`config.mk`:
```
export PLATFORM = sky130hd
export DESIGN_NAME = vga_timing_gen
export DESIGN_NICKNAME = d
export VERILOG_FILES = /design/src/rtl/vga_timing_gen.sv
export SDC_FILE = /design/constraint.sdc
export NUM_CORES = 1
export LEC_CHECK = 0
export BUFFER_PORTS_ARGS = -buffer_cell sky130_fd_sc_hd__buf_4
export CAP_MARGIN = 15
export CORE_MARGIN = 2
export CORE_UTILIZATION = 53
export DETAILED_ROUTE_END_ITERATION = 10
export GPL_TIMING_DRIVEN = 1
export PLACE_DENSITY_LB_ADDON = 0.3
export SLEW_MARGIN = 20
export SYNTH_ARGS = -nofsm -noshare
export SYNTH_HDL_FRONTEND = slang
export SYNTH_SLANG_ARGS = --single-unit
```
`constraint.sdc`:
```
create_clock -name Clk -period 2.1 [get_ports Clk]
set_clock_uncertainty 0.15 [all_clocks]
set_input_delay 0.105 -clock Clk [delete_from_list [all_inputs] [get_ports Clk]]
set_output_delay 0.105 -clock Clk [all_outputs]
set_load 0.05 [all_outputs]
```
`src/rtl/vga_timing_gen.sv`:
```
// VGA raster timing: divided pixel tick, h/v counters, sync/blank decode and a
// tick-aligned delay line so the strobes match RGB coming out of ROM lookups.
module vga_timing_gen #(
   parameter int H_VISIBLE = 640,
   parameter int H_FRONT   = 16,
   parameter int H_SYNC    = 96,
   parameter int H_BACK    = 48,
   parameter int V_VISIBLE = 480,
   parameter int V_FRONT   = 10,
   parameter int V_SYNC    = 2,
   parameter int V_BACK    = 33,
   parameter int PIX_DIV   = 2,
   parameter int PIPE_LAT  = 1
) (
   input  logic       Clk,
   input  logic       Reset_n,
   output logic       pixel_en,
   output logic [9:0] DrawX,
   output logic [9:0] DrawY,
   output logic       hs,
   output logic       vs,
   output logic       blank,
   output logic       frame_start
);

   localparam int H_TOTAL = H_VISIBLE + H_FRONT + H_SYNC + H_BACK;
   localparam int V_TOTAL = V_VISIBLE + V_FRONT + V_SYNC + V_BACK;

   if (H_TOTAL > 1024 || V_TOTAL > 1024) begin : g_bad_total
      $error("vga_timing_gen: H_TOTAL and V_TOTAL must not exceed 1024");
   end
   if (PIX_DIV < 1 || PIX_DIV > 8) begin : g_bad_div
      $error("vga_timing_gen: PIX_DIV must be in 1..8");
   end
   if (PIPE_LAT < 1 || PIPE_LAT > 4) begin : g_bad_lat
      $error("vga_timing_gen: PIPE_LAT must be in 1..4");
   end

   localparam logic [2:0]  DIV_LAST = 3'(PIX_DIV - 1);
   localparam logic [9:0]  H_LAST   = 10'(H_TOTAL - 1);
   localparam logic [9:0]  V_LAST   = 10'(V_TOTAL - 1);
   // 11-bit bounds: a sync window may end exactly at 1024
   localparam logic [10:0] H_VIS    = 11'(H_VISIBLE);
   localparam logic [10:0] V_VIS    = 11'(V_VISIBLE);
   localparam logic [10:0] HS_START = 11'(H_VISIBLE + H_FRONT);
   localparam logic [10:0] HS_END   = 11'(H_VISIBLE + H_FRONT + H_SYNC);
   localparam logic [10:0] VS_START = 11'(V_VISIBLE + V_FRONT);
   localparam logic [10:0] VS_END   = 11'(V_VISIBLE + V_FRONT + V_SYNC);

   logic [2:0] div_reg;
   logic [9:0] hc_reg;
   logic [9:0] vc_reg;
   logic       frame_start_reg;
   logic       line_end;
   logic       frame_end;
   logic [10:0] hc_ext;
   logic [10:0] vc_ext;
   logic [2:0] raw_next;

   assign pixel_en  = (div_reg == DIV_LAST) && Reset_n;
   assign line_end  = (hc_reg == H_LAST);
   assign frame_end = line_end && (vc_reg == V_LAST);
   assign hc_ext    = {1'b0, hc_reg};
   assign vc_ext    = {1'b0, vc_reg};

   // {hs, vs, blank} decoded from the current (pre-increment) counters
   always_comb begin
      raw_next    = 3'b110;
      raw_next[2] = !((hc_ext >= HS_START) && (hc_ext < HS_END));
      raw_next[1] = !((vc_ext >= VS_START) && (vc_ext < VS_END));
      raw_next[0] = (hc_ext < H_VIS) && (vc_ext < V_VIS);
   end

   always_ff @(posedge Clk) begin
      if (!Reset_n) begin
         div_reg <= 3'd0;
      end else if (pixel_en) begin
         div_reg <= 3'd0;
      end else begin
         div_reg <= div_reg + 3'd1;
      end
   end

   always_ff @(posedge Clk) begin
      if (!Reset_n) begin
         hc_reg          <= 10'd0;
         vc_reg          <= 10'd0;
         frame_start_reg <= 1'b0;
      end else begin
         frame_start_reg <= pixel_en && frame_end;
         if (pixel_en) begin
            if (line_end) begin
               hc_reg <= 10'd0;
               vc_reg <= (vc_reg == V_LAST) ? 10'd0 : vc_reg + 10'd1;
            end else begin
               hc_reg <= hc_reg + 10'd1;
            end
         end
      end
   end

   genvar gi;
   for (gi = 0; gi < PIPE_LAT; gi++) begin : g_stage
      logic [2:0] q_reg;
      logic [2:0] d_next;
      if (gi == 0) begin : g_src
         assign d_next = raw_next;
      end else begin : g_src
         assign d_next = g_stage[gi-1].q_reg;
      end
      always_ff @(posedge Clk) begin
         if (!Reset_n) begin
            q_reg <= 3'b110;
         end else if (pixel_en) begin
            q_reg <= d_next;
         end
      end
   end

   assign {hs, vs, blank} = g_stage[PIPE_LAT-1].q_reg;
   assign DrawX           = hc_reg;
   assign DrawY           = vc_reg;
   assign frame_start     = frame_start_reg;

endmodule
```
==> flow_summary.ini, run 1 <==
[place]
gp_congestion = 0.841
port_buffers = 26
dp_hpwl_um = 2200
placed_cell_area_sq_um = 1570
pre_cts_slack_ns = 0.119

[sta]
slew_violations = 0
finalWorstSetupSlack_ns = 0.153
worst-slew-pin-transition_ns = 0.411
fin_crit_sh_pct = 92.7
rsz0062_at_grt = false
period_minus_slack_ns = 1.95
slew_headroom_pct = 72.6
maxClockFrequency_ghz = 0.514
tns_ns = 0
hold_viol = 0
finalSetupViolCount = 0

[cells_and_area]
nFillCells = 205
final_core_util_pct = 66.5
multiInputGateArea_sq_um = 757
regArea_sq_um = 543
stdcell_area_sq_um = 1620
fin_nets = 190
antennaDiodeCount = 0
syn2layout_area_growth_pct = 20.6
drive_above_1_share_pct = 22.8

[flow_run]
max_cap_viol_count = 0

[floorplan]
core_sq_um = 2430
fp.dieW_um = 54.3
io_pins = 27
start_util_pct = 55.1
rows = 18
die_height_um = 54.3
die_area_sq_um = 2950

[drt]
first_pass_iters = 5
vias_per_cell = 5.82
drc = 0
wl_met2_um = 1390
wl_met1_um = 1390
wl_met3_um = 125
ant_nets = 0
avgRoutedWirePerCell_um = 14.0
vias = 1223
drt-initial-drc-count = 27
routed_wl_um = 2950
top_layer = met4

[synthesis]
ys_async_sr_fraction_pct = 0
syn_inst = 149
synth.net_count = 158
yosys.area.top_type = dfxtp_1
synth-main-ff-cell = dfxtp_1
ys_seq_area_share_pct = 40.3
synth_most_common_cell = dfxtp_1
synth.distinct_cells = 39
synth_top_area_share_pct = 40.3
synth.ff_latch_count = 27
synth_common_cells = dfxtp_1 (27), nor2_1 (12), o21ai_0 (11)
synth_edf_count = 0
synth_area_leaders = dfxtp_1 (40%), ha_1 (6.5%), xnor2_1 (4.6%)
synth.cell_area_sq_um = 1340
synth_area_per_cell_sq_um = 8.99
yosys_warnings = 0

[power]
p_switching_w = 0.000247
clkPwrFrac_pct = 24.8
peakVddDrop_v = 0.000460
internal-power_w = 0.000643
p_leak_nw = 0.608
p_comb_share_pct = 14.1
swShare_pct = 27.8
power_density_nw_per_um2 = 551
seqPwrFrac_pct = 61.1

[clocking]
ctsLongestPathBuffers = 2
cts_tree = yes
numCtsBuffers = 3
post_cts_buffers = 0
clock-root-buffer = clkbuf_4
cts.sinks = 27
cts_max_level = 1
clock_latency_ns = 0.32
cts.reportedPaths.clkPinSlew_ns = 0.14

[setup_path]
crit_type = reg -> reg
start_kind = flip-flop
worst_setup_path_end_kind = flip-flop
arrival_ns = 2.06
r2r_end = DrawY[9]
crit_required_ns = 2.21
startpoint = DrawX[0]
r2r_slack_ns = 0.15
r2r_start = DrawX[0]
crit_path_max_fanout = 11
r2r_cells = 6

[min_path]
worstHoldStart = div_reg[0]
hold_path_depth = 1
holdPathEnd = div_reg[0]
min_path_type = reg -> reg

[grt]
grt_max_degree = 15
grt_usage_pct = 22.0
grt_overflow = 0
grt_pass1_vias = 1053
grt_pass1_wl_um = 4710
grt_antenna_before_repair = 0

[outcome]
status = complete, no violations
==> metal layers <==
layer  vias up  global-route usage, %
met3         8                   3.55
met1       561                   29.8
met5         -                      0
li1        613                      -
met4         0                   7.50
met2        41                   35.3
==> how the worst max path moves through the flow <==
stage | to | depth (start not counted)
2_1_floorplan | DrawY[7] | 4
3_3_place_gp | DrawY[3] | 7
3_5_place_dp | DrawY[3] | 7
4_1_cts | DrawY[9] | 7
5_1_grt | DrawY[9] | 7
6_report | DrawY[9] | 6
==> final cells by class <==
class                   instances  share of cell area, %
multi-input cells             112                   46.8
flip-flops and latches         27                   33.6
repair buffers                 29                   13.6
well taps                      30                   2.32
inverters                       8                   2.01
clock buffers                   4                   1.63
==> per-stage QoR <==
stage	total power (W)	hold slack [ns]	instances
floorplan	0.000643	0.200	149
CTS	0.000896	0.331	210
detailed placement	0.000677	0.277	205
finish	0.000891	0.328	210
global placement	0.000671	0.273	205
global route	0.000933	0.362	210
==> critical path: stages (launching register included) <==
cell	delay, ns
dfxtp_2	0.40
ha_1	0.21
and3_2	0.28
nand4_4	0.16
buf_4	0.22
or3_1	0.34
a21oi_1	0.14
==> power by group through the flow <==
stage	logic [W]	clock network, W	registers, W
floorplan	0.0000600	0	0.000583
global placement	0.000117	0	0.000554
detailed placement	0.000122	0	0.000555
CTS	0.000124	0.000228	0.000544
global route	0.000137	0.000249	0.000547
finish	0.000126	0.000221	0.000544
==> cells in the final DEF, fill, tap and decap left out, types with 3 or more instances in the layout <==
master / synthesis / routed
dfxtp_1: 27 / 25
a21oi_1: 9 / 9
nor2_1: 12 / 12
nand3_1: 8 / 8
xnor2_1: 7 / 7
and4_1: 3 / 3
nand2_1: 9 / 9
or3_1: 8 / 8
o21ai_0: 11 / 11
inv_1: 7 / 7
ha_1: 7 / 6
nand4_1: 6 / 6
buf_4: 0 / 28
clkbuf_4: 0 / 3
==> timing repair <==
item                                    4_1_cts  5_1_grt
hold buffers                                  1        0
gates resized for setup                       0        3
endpoints found under the hold margin         5        0
endpoints found under the setup margin        0        6
==> logic make-up after synthesis <==
logic type               after synthesis  share of synthesized area (%)
flip-flops                            27                           40.3
AO/OA/AOI/OAI                         32                           14.7
adder cells (fa/ha/maj)                7                           6.54
XOR/XNOR                               8                           5.23
buffers and inverters                 10                           3.45
AND/OR/NAND/NOR                       65                           29.8
(Power assumes the default switching activity.)
==> run 2, diff against run 1 <==
Settings changed: CORE_UTILIZATION 53 to 40.
==> run 2 against run 1 <==
  * First-iteration DRC count increased to 2.7 times the previous value
  * Register-to-register slack got worse by 0.05 ns
  * Global-route usage decreased by 4.3 points
  * Sequential share of layout area decreased by 1.2 points
  * Critical path depth increased by 1
  * Largest power group unchanged
==> flow_summary.ini, run 2 (same netlist as run 1, synthesis figures left out) <==
[sta]
worst-slew-pin-transition_ns = 0.340
hold_viol = 0
rsz0062_at_grt = false
slew_headroom_pct = 77.1
period_minus_slack_ns = 2.00
tns_ns = 0
fin_crit_sh_pct = 95.3
finalSetupViolCount = 0
slew_violations = 0
maxClockFrequency_ghz = 0.500
finalWorstSetupSlack_ns = 0.0985

[power]
p_leak_nw = 0.634
peakVddDrop_v = 0.000214
power_density_nw_per_um2 = 540

[clocking]
numCtsBuffers = 3
post_cts_buffers = 0
clock_latency_ns = 0.33
cts_tree = yes
cts.reportedPaths.clkPinSlew_ns = 0.16
cts.sinks = 27
clock-root-buffer = clkbuf_4
cts_max_level = 1
ctsLongestPathBuffers = 2

[cells_and_area]
fin_nets = 195
nFillCells = 321
antennaDiodeCount = 0
drive_above_1_share_pct = 24.9
final_cell_mix = buf_4 (33), dfxtp_1 (25), nor2_1 (12)
final_common_cell = buf_4
final_core_util_pct = 51.0
stdcell_area_sq_um = 1680
syn2layout_area_growth_pct = 25.0

[setup_path]
cp_cell_sequence = ha_1, nand3b_4, inv_4, nand4_4, buf_4, or3_1, a21oi_1
start_kind = flip-flop
crit_path_max_fanout = 11
arrival_ns = 2.13
crit_buf_inv = 2
cpLargestDelayFamily = simple AND/OR/NAND/NOR gates
worst_setup_path_end_kind = flip-flop
crit_type = reg -> reg
crit_slowest_cell = dfxtp_1
crit_required_ns = 2.22
max_stage_delay_ns = 0.39

[grt]
grt_max_degree = 17
grt_antenna_before_repair = 0
grt_usage_pct = 17.6
grt_pass1_vias = 1132
grt_pass1_wl_um = 5060
grt_overflow = 0

[floorplan]
rows = 21
io_pins = 27
fp.dieW_um = 61.9
die_height_um = 61.9
start_util_pct = 40.8
core_sq_um = 3280
die_area_sq_um = 3830

[drt]
vias = 1213
routed_wl_um = 3130
ant_nets = 0
drt-initial-drc-count = 72
avgRoutedWirePerCell_um = 13.5
first_pass_iters = 4
vias_per_cell = 5.25
drc = 0

[place]
gp_congestion = 0.794
placed_cell_area_sq_um = 1630
port_buffers = 26
dp_hpwl_um = 2400
pre_cts_slack_ns = 0.0778

[outcome]
status = complete, no violations

[min_path]
min_path_type = reg -> reg

[flow_run]
max_cap_viol_count = 0
## run 2: area by class of cell
class | instances | area, sq um | share of cell area (%)
clock buffer | 3 | 22.5 | 1.34
clock inverter | 1 | 7.51 | 0.448
inverter | 8 | 32.5 | 1.94
timing repair buffer | 34 | 258 | 15.4
sequential | 27 | 543 | 32.4
multi-input combinational | 112 | 754 | 45.0
tap | 46 | 57.6 | 3.44
## run 2: worst paths after layout
check / from / to / slack [ns] / cells after the start
worst min register to register: div_reg[0] / div_reg[0] / 0.34 / 1
worst max register to register: div_reg[0] / DrawY[3] / 0.1 / 7
worst min-delay path: div_reg[0] / div_reg[0] / 0.34 / 1
worst max-delay path: div_reg[0] / DrawY[3] / 0.1 / 7
## run 2: power breakdown
part           internal [W]  total (W)  switching [W]
clock             0.0000728   0.000234       0.000161
combinational     0.0000398   0.000125      0.0000855
sequential         0.000530   0.000544      0.0000145
## run 2: stage by stage
| step | cells | hold WS [ns] | power (W) |
|---|---|---|---|
| 2_1_floorplan | 149 | 0.200 | 0.000643 |
| 3_3_place_gp | 226 | 0.272 | 0.000674 |
| 3_5_place_dp | 226 | 0.279 | 0.000678 |
| 4_1_cts | 231 | 0.342 | 0.000914 |
| 5_1_grt | 231 | 0.366 | 0.000950 |
| 6_report | 231 | 0.340 | 0.000904 |
## run 2: layer usage
metal	global-route usage, %	vias to the layer above	wire length, um
met5	0	-	0
li1	-	618	-
met4	6.38	0	21
met2	28.3	31	1460
met1	24.5	562	1510
met3	1.86	2	138
## run 2: what timing repair did
action	in CTS	in global routing
setup endpoints to repair	0	4
hold endpoints to repair	5	0
hold buffers	1	0
gates resized for setup	0	2
